### src/rtl/hazard_scoreboard.sv
// rtl/hazard_scoreboard.sv - pipeline hazard unit: forwarding, load/branch/divide stalls, flush control
module hazard_scoreboard #(
    parameter int REGW       = 5,
    parameter int DIV_CYCLES = 32,
    parameter int CNT_W      = 32
) (
    input  logic             clk,
    input  logic             rst,
    input  logic [REGW-1:0]  rsD,
    input  logic [REGW-1:0]  rtD,
    input  logic             branchD,
    input  logic [REGW-1:0]  rsE,
    input  logic [REGW-1:0]  rtE,
    input  logic [REGW-1:0]  writeregE,
    input  logic             regwriteE,
    input  logic             memtoregE,
    input  logic             divE,
    input  logic [REGW-1:0]  writeregM,
    input  logic             regwriteM,
    input  logic             memtoregM,
    input  logic [REGW-1:0]  writeregW,
    input  logic             regwriteW,
    input  logic             exc_flush,
    output logic             stallF,
    output logic             stallD,
    output logic             stallE,
    output logic             flushD,
    output logic             flushE,
    output logic             flushM,
    output logic [1:0]       forwardaD,
    output logic [1:0]       forwardbD,
    output logic [1:0]       forwardaE,
    output logic [1:0]       forwardbE,
    output logic             div_start,
    output logic             div_busy,
    output logic [CNT_W-1:0] stall_count
);
    localparam logic [1:0] IDLE = 2'b00;
    localparam logic [1:0] BUSY = 2'b01;
    localparam logic [1:0] DONE = 2'b10;
    localparam logic [7:0] LAST = 8'(DIV_CYCLES - 1);

    logic [1:0] state;
    logic [7:0] cnt;
    logic       lwstall;
    logic       brstall;
    logic       divstall;

    // M result is newer than W, so it wins when both match
    function automatic logic [1:0] fwdSel(input logic [REGW-1:0] src,
                                          input logic [REGW-1:0] wrM, input logic wenM,
                                          input logic [REGW-1:0] wrW, input logic wenW);
        if (src != '0 && wenM && wrM == src)
            return 2'b10;
        else if (src != '0 && wenW && wrW == src)
            return 2'b01;
        else
            return 2'b00;
    endfunction

    assign forwardaD = fwdSel(rsD, writeregM, regwriteM, writeregW, regwriteW);
    assign forwardbD = fwdSel(rtD, writeregM, regwriteM, writeregW, regwriteW);
    assign forwardaE = fwdSel(rsE, writeregM, regwriteM, writeregW, regwriteW);
    assign forwardbE = fwdSel(rtE, writeregM, regwriteM, writeregW, regwriteW);

    assign lwstall  = memtoregE && rtE != '0 && (rtE == rsD || rtE == rtD);
    assign brstall  = branchD &&
                      ((regwriteE && writeregE != '0 && (writeregE == rsD || writeregE == rtD)) ||
                       (memtoregM && writeregM != '0 && (writeregM == rsD || writeregM == rtD)));
    assign divstall = divE && state != DONE;
    assign div_busy = state != IDLE;

    always_comb begin
        stallF = 1'b0;
        stallD = 1'b0;
        stallE = 1'b0;
        flushD = 1'b1;
        flushE = 1'b1;
        flushM = 1'b1;
        if (!exc_flush) begin
            stallE = divstall;
            stallD = divstall | lwstall | brstall;
            stallF = divstall | lwstall | brstall;
            flushD = 1'b0;
            // a held divide in E must not be replaced by a bubble
            flushE = (lwstall | brstall) & ~divstall;
            flushM = divstall;
        end
    end

    always_ff @(posedge clk or posedge rst) begin
        if (rst) begin
            state     <= IDLE;
            cnt       <= 8'd0;
            div_start <= 1'b0;
        end else begin
            div_start <= 1'b0;
            if (exc_flush) begin
                state <= IDLE;
                cnt   <= 8'd0;
            end else begin
                case (state)
                    IDLE: if (divE) begin
                        state     <= BUSY;
                        cnt       <= 8'd0;
                        div_start <= 1'b1;
                    end
                    BUSY: begin
                        cnt <= cnt + 8'd1;
                        if (cnt == LAST)
                            state <= DONE;
                    end
                    DONE:    state <= IDLE;
                    default: state <= IDLE;
                endcase
            end
        end
    end

    always_ff @(posedge clk or posedge rst) begin
        if (rst)
            stall_count <= '0;
        else if (stallF && stall_count != '1)
            stall_count <= stall_count + CNT_W'(1);
    end
endmodule

### config.mk
export PLATFORM = sky130hd
export DESIGN_NAME = hazard_scoreboard
export DESIGN_NICKNAME = d
export VERILOG_FILES = /design/src/rtl/hazard_scoreboard.sv
export SDC_FILE = /design/constraint.sdc
export NUM_CORES = 1
export LEC_CHECK = 0
export CORE_AREA = 4 4 105 117
export CTS_BUF_LIST = sky130_fd_sc_hd__clkbuf_4 sky130_fd_sc_hd__clkbuf_8
export CTS_CLUSTER_DIAMETER = 100
export CTS_CLUSTER_SIZE = 14
export DETAILED_ROUTE_END_ITERATION = 16
export DIE_AREA = 0 0 109 121
export PLACE_DENSITY = 0.57
export SYNTH_ARGS = -nofsm -noshare
export SYNTH_HDL_FRONTEND = slang
export SYNTH_SLANG_ARGS = --single-unit
### constraint.sdc
create_clock -name clk -period 2.5 [get_ports clk]
set_input_delay 0.25 -clock clk [delete_from_list [all_inputs] [get_ports clk]]
set_output_delay 0.25 -clock clk [all_outputs]
set_load 0.005 [all_outputs]
==> Yosys cells after proc, flatten, opt, wreduce, memory -nomap -nowiden <==
Index checks and enable logic that the tools add are counted.
{ "word_totals": {"ff_bits": 43, "in_bits": 45, "out_inout_bits": 48, "elab_cells": 92} }
{ "classes": {"n_addsub": 2, "n_eq_ne": 18, "n_mux": 23, "n_bitwise": 5, "reduce_logical": 40} }
{ "ops": {"columns": ["operator", "count"], "rows": [
  ["equality test 5 bit", 12],
  ["adder 32 x 1 -> 32 bit (second input constant)", 1],
  ["inequality test 32 bit (second input constant)", 1],
  ["nonzero test 5 bit", 6],
  ["logical AND 1 bit", 25],
  ["two-way mux 8 bit", 2],
  ["one-hot mux 8 bit (2 select lines)", 1],
  ["two-way mux 2 bit", 7],
  ["two-way mux 1 bit", 12],
  ["adder 8 x 1 -> 8 bit (second input constant)", 1],
  ["equality test 8 x 5 -> 1 bit (second input constant)", 1],
  ["inequality test 3 bit (second input constant)", 2],
  ["logical OR 1 bit", 4],
  ["one-hot mux 2 bit (2 select lines)", 1],
  ["AND reduction 2 bit", 2],
  ["OR 1 bit", 3],
  ["nonzero test 3 bit", 1],
  ["equality test 2 x 1 -> 1 bit (second input constant)", 1],
  ["zero test 2 bit", 1],
  ["inequality test 2 bit (second input constant)", 1],
  ["nonzero test 2 bit", 1],
  ["AND 1 bit", 1],
  ["inverter 1 bit", 1]
]} }

==> Logic depth before layout (Yosys ltp) <==
{ "depth": {"word_depth": 8, "ltp_mapped": 10, "ltp_nobuf": 8} }

==> Least setup slack after synthesis <==
Ideal clock, no wire load.
{ "synth_timing": {"path_type": "input-to-output", "from": "input port rtE[1]", "to": "output port stallF", "arrival_ns": 1.880, "t_required_ns": 2.250, "path_slack_ns": 0.370, "path_stages": 8, "n_path_buf": 4, "path_cell_list": "clkbuf_1 -> or4_1 -> o221ai_2 -> and4_4 -> buf_6 -> buf_2 -> nor2_1 -> buf_4"} }
{ "synth_via": {"elab_chain_len": 6, "elab_cells_between_ends": 9, "classes_between": "eq/ne: 2; mux: 1; bitwise: 2; reduce/logical: 4"} }
{ "synth_rtl": {"columns": ["element", "line_no", "text"], "rows": [
  ["start: declaration", "13", "input logic [REGW-1:0] rtE,"],
  ["equality test 5 bit / nonzero test 5 bit (equally long branches)", "66", "assign lwstall = memtoregE && rtE != '0 && (rtE == rsD || rtE == rtD);"],
  ["logical OR 1 bit / logical AND 1 bit (equally long branches)", "66", null],
  ["logical AND 1 bit (*)", "66", null],
  ["OR 1 bit (*) (2 in series)", null, null],
  ["two-way mux 1 bit (*)", null, null],
  ["end: declaration", "24", "output logic stallF,"]
]} }
Every way passes the cells marked *; elsewhere a longest branch is shown, timed or not.

==> Worst setup path in the final report <==
{ "layout_timing": {"from": "input port writeregW[4]", "to": "output port forwardaD[0]"} }
{ "layout_via": {"elab_chain_len": 4} }
{ "layout_rtl": {"columns": ["element", "line_no", "text"], "rows": [
  ["start: declaration", "21", "input logic [REGW-1:0] writeregW,"],
  ["equality test 5 bit", "55", "else if (src != '0 && wenW && wrW == src)"],
  ["logical AND 1 bit", "55", null],
  ["two-way mux 1 bit", "55", null],
  ["two-way mux 2 bit", "53", "if (src != '0 && wenM && wrM == src)"],
  ["end: declaration", "30", "output logic [1:0] forwardaD,"]
]} }
No other way between the ends.

==> results.md <==
Synthesis:
- The biggest area contributor in the post-synthesis netlist is sky130_fd_sc_hd__dfrtp_1.
- Synthesis instantiated 45 different standard cells from the library.
- Counting every net in the synthesized netlist gives 403.
- Ranked by instance count, the synthesized netlist is headed by sky130_fd_sc_hd__xor2_1 (51), sky130_fd_sc_hd__dfrtp_1 (43), sky130_fd_sc_hd__xnor2_1 (43).
- Sorting the synthesized cells by area gives the leading types as sky130_fd_sc_hd__dfrtp_1 (33%), sky130_fd_sc_hd__xor2_1 (14%), sky130_fd_sc_hd__xnor2_1 (11%).
- A synthesized cell averages 9.222 sq um.
- The part of the Yosys area used for sequential elements is 0.3277.
- Of the total synthesized cell area, the portion taken by full adders, half adders and majority gates is 0.007622.
- For this run, the number of Yosys warnings is 0.
- The fraction of synthesized area in multiplexers is 0.003430.
- The number of synthesized flops with an enable pin is 0.
- The leading register cell type out of synthesis is sky130_fd_sc_hd__dfrtp_1.
- Of the total synthesized cell area, the portion taken by AND, OR, NAND and NOR gates is 0.3236.
- The dominant combinational cell family by area after synthesis is simple AND/OR/NAND/NOR gates.
- The post-synthesis instance total is 356.
- The area fraction of the dominant cell type after synthesis is 0.3277.
- The synthesis-stage register bit count is 43.
- The compound-cell area share of the yosys netlist is 0.03049.
- The most common cell in the netlist is sky130_fd_sc_hd__xor2_1.
- The cell area that synthesis handed to floorplanning was 3283 sq um.
- The parity-gate share of the synthesized area counting xor and xnor cells is 0.2508.
- After synthesis, the share of flip-flops with an asynchronous set or reset is 1.000.

Route:
- Wires add up to 9546 um.
- The remaining number of nets flagged by the antenna check after routing is 0.
- The final routed DRC violation total is 0.
- The detailed router finished its first iteration with 105 violations.
- Using the TritonRoute via totals, the vias-per-cell ratio works out to 4.960.
- The total via count after detailed routing is 3080.
- The wire length per cell after detailed routing is 15.37 um.
- The number of iterations in the first detailed-routing pass is 4.

GRT:
- The pin count of the biggest net entering global routing is 44.
- The total congestion overflow is 0.
- The aggregate global-route resource usage is 0.1476.
- The wire length of the first global-routing pass is 15540 um.
- The via count of the first global-routing pass is 3115.
- The number of antenna violations at the first check in global routing is 0.

Flow run:
- Across the run, the number of max-cap violations was 0.

Die:
- Row generation in the floorplan step produced 41 rows.
- The die covers 13190 sq um.
- For this configuration, the core starts out at a cell density of 0.2922.
- The chip width is 109 um.
- The region available for standard cell placement spans 11230 sq um.
- For this design the top-level I/O count stands at 93.
- The die is 121 um tall.

Cells and area:
- The final design utilization is 0.4242.
- Of the cells placed in the final design, the portion with a size suffix greater than 1 is 0.2038.
- The number of inserted diodes is 0.
- The sequential cells in the finished layout cover a total of 1076 sq um.
- Summing all multi-input logic gate instances after layout gives 2090 sq um.
- The final-layout fill cell count is 1065.
- At the end of the flow, the number of nets in the layout was 517.
- From synthesis to final layout, the design area changed by 45.16%.
- For this run, the number of standard cells in the final layout without fillers is 621.
- Once layout is done, the placed cells without fillers occupy 4766 sq um.

CTS:
- The number of buffers added by the clock tree synthesis step is 5.
- The later pin in the worst-skew pair is clocked with a latency of 0.29 ns.
- The TritonCTS sink count is 43.
- The number of buffers inserted by hold repair at cts is 0.
- The clock-pin transition on the worst setup and hold timing paths is 0.08 ns.
- Clock tree synthesis selected as its root buffer the cell sky130_fd_sc_hd__clkbuf_8.
- TritonCTS built the clock tree.
- The clock passes through at most 2 buffers.
- The H-tree depth is 2.

Setup path:
- In this design, the stage delay of the slowest critical-path cell is 0.58 ns.
- The critical path class is in2out.
- The required time of the critical path is 2.25 ns.
- Walking the worst path, the cells encountered are clkdlybuf4s50_1, xor2_1, a2111oi_0, and4_1, clkdlybuf4s50_1.
- The startpoint kind of the worst setup timing path is a primary input.
- On the critical path, the stage with the largest delay is an instance of sky130_fd_sc_hd__clkdlybuf4s50_1.
- The most numerous cell type found on the critical path is sky130_fd_sc_hd__clkdlybuf4s50_1.
- STA puts the critical path data arrival time at 2.24 ns.
- Along the worst path, the maximum fanout reaches 4.
- The worst setup path is captured at an output pin.

Hold path:
- The worst hold path belongs to the class in2async.

Placement:
- In this run, placement finished with an instance count of 612.
- The placed instances occupy a cell area of 4609 sq um.
- The count of buffers from port buffering is 92.
- The final weighted congestion of routability-driven global placement is 0.8938.
- The sum of net half-perimeters after detailed placement is 7622 um.

Timing:
- Setup repair after global routing could not meet its margin everywhere.
- Setup violations remaining at the end of the flow were counted as 0.
- At the pin with the least slew margin, the transition time is 0.5529 ns.
- The maximum clock skew at final layout is 0.008625 ns.
- The number of max-slew violations in the final report came to 0.
- The relative max-transition margin is 0.6314.
- The period utilization is 0.9942.
- The time the final worst path needs with I/O delays and setup is 2.486 ns.
- Static timing analysis puts the maximum clock frequency at 402.3 MHz.
- The total count of hold-check failures in the final report is 0.

Pwr:
- The share of total power dissipated in combinational logic is 0.300.
- Of the total power, the clock network draws 0.260.
- The share of total power consumed by net switching is 0.2970.
- IR analysis of the VDD net gives a maximum drop of 182.7 uV.
- The power spent charging and discharging nets is 567.7 uW.
- The power density over the cells is 401.1 nW/um^2.
- Cell internal power was estimated by the tool at 1.344 mW.
- The leakage power total is 2.030 nW.
- The portion of total power attributed to sequential cells is 0.440.

Status:
- The run finished with clean final reports.
==> per-stage QoR <==
stage	power, mW	worst slack [ns]	TNS [ns]	hold slack [ns]
floorplan	1.107	0.3700	0	0.4143
global placement	1.425	-0.3103	-6.768	0.4820
detailed placement	1.431	-0.3453	-8.106	0.4839
CTS	1.935	0.01952	0	0.4132
global route	2.028	-0.04624	-0.04624	0.4753
finish	1.912	0.01439	0	0.4008
==> layout make-up <==
| class | instances | share of cell area |
|---|---|---|
| Inverter | 3 | 0.002363 |
| Sequential cell | 43 | 0.2258 |
| Timing Repair Buffer | 141 | 0.2722 |
| Tap cell | 150 | 0.03938 |
| Clock buffer | 8 | 0.02179 |
| Multi-Input combinational cell | 276 | 0.4384 |
==> cells by family after synthesis <==
kind of cell | count (synthesis)
AOI/OAI and AO/OA | 13
xor gates and xnor gates | 94
adders and majority gates | 2
buffers and inverters | 37
DFF | 43
muxes | 1
and+or+nand+nor | 166
==> layer usage <==
layer	wire, um	vias up	global-route usage
met4	265	0	0.05604
met2	4489	118	0.2496
met1	4195	1471	0.1830
li1	-	1468	-
met3	595	23	0.02980
met5	0	-	0
==> cell usage in the layout, fill, tap and decap left out, types with 7 or more instances in the layout <==
cell type,n
sky130_fd_sc_hd__dlygate4sd2_1,19
sky130_fd_sc_hd__nor2_1,30
sky130_fd_sc_hd__xor2_1,50
sky130_fd_sc_hd__nand4_1,17
sky130_fd_sc_hd__nor3_1,12
sky130_fd_sc_hd__clkdlybuf4s50_1,70
sky130_fd_sc_hd__xnor2_1,42
sky130_fd_sc_hd__buf_4,47
sky130_fd_sc_hd__dfrtp_1,43
sky130_fd_sc_hd__nand2_1,24
sky130_fd_sc_hd__clkbuf_8,7
sky130_fd_sc_hd__nand3_1,18
sky130_fd_sc_hd__nor4_2,15
==> final timing paths <==
kind                       cells after the start       startpoint              end  slack [ns]
max                                            5     writeregW[4]     forwardaD[0]        0.01
min                                            3              rst  stall_count[25]        0.40
max reg2reg                                    9   stall_count[0]  stall_count[10]        0.12
min reg2reg                                    1  stall_count[31]  stall_count[31]        0.49
max in group asynchronous                      3              rst        div_start        1.73
min in group clk                               1  stall_count[31]  stall_count[31]        0.49
==> state kept, by name, indices dropped and copies added (netlist names) <==
register and count:
cnt 8, div_start 1, stall_count 32, state 2
==> power groups by stage <==
stage / combinational [mW] / clock, mW / sequential, mW
after floorplan: 0.269 / 0 / 0.837
after global placement: 0.572 / 0 / 0.854
after detailed placement: 0.577 / 0 / 0.855
after CTS: 0.574 / 0.520 / 0.841
after global routing: 0.624 / 0.549 / 0.855
final: 0.574 / 0.497 / 0.841
==> timing repair <==
item | 4_1_cts | 5_1_grt
setup buffers | 1 | 0
setup endpoints to repair | 11 | 6
resized for setup | 23 | 8
pin swaps | 4 | 1
==> critical path: cells and delay by family <==
family	cells	cell delay, ns
buffers and inverters	2	1.09
AOI/OAI and AO/OA	1	0.39
and+or+nand+nor	1	0.27
xor gates and xnor gates	1	0.23
Power figures use the tool's default switching activity.
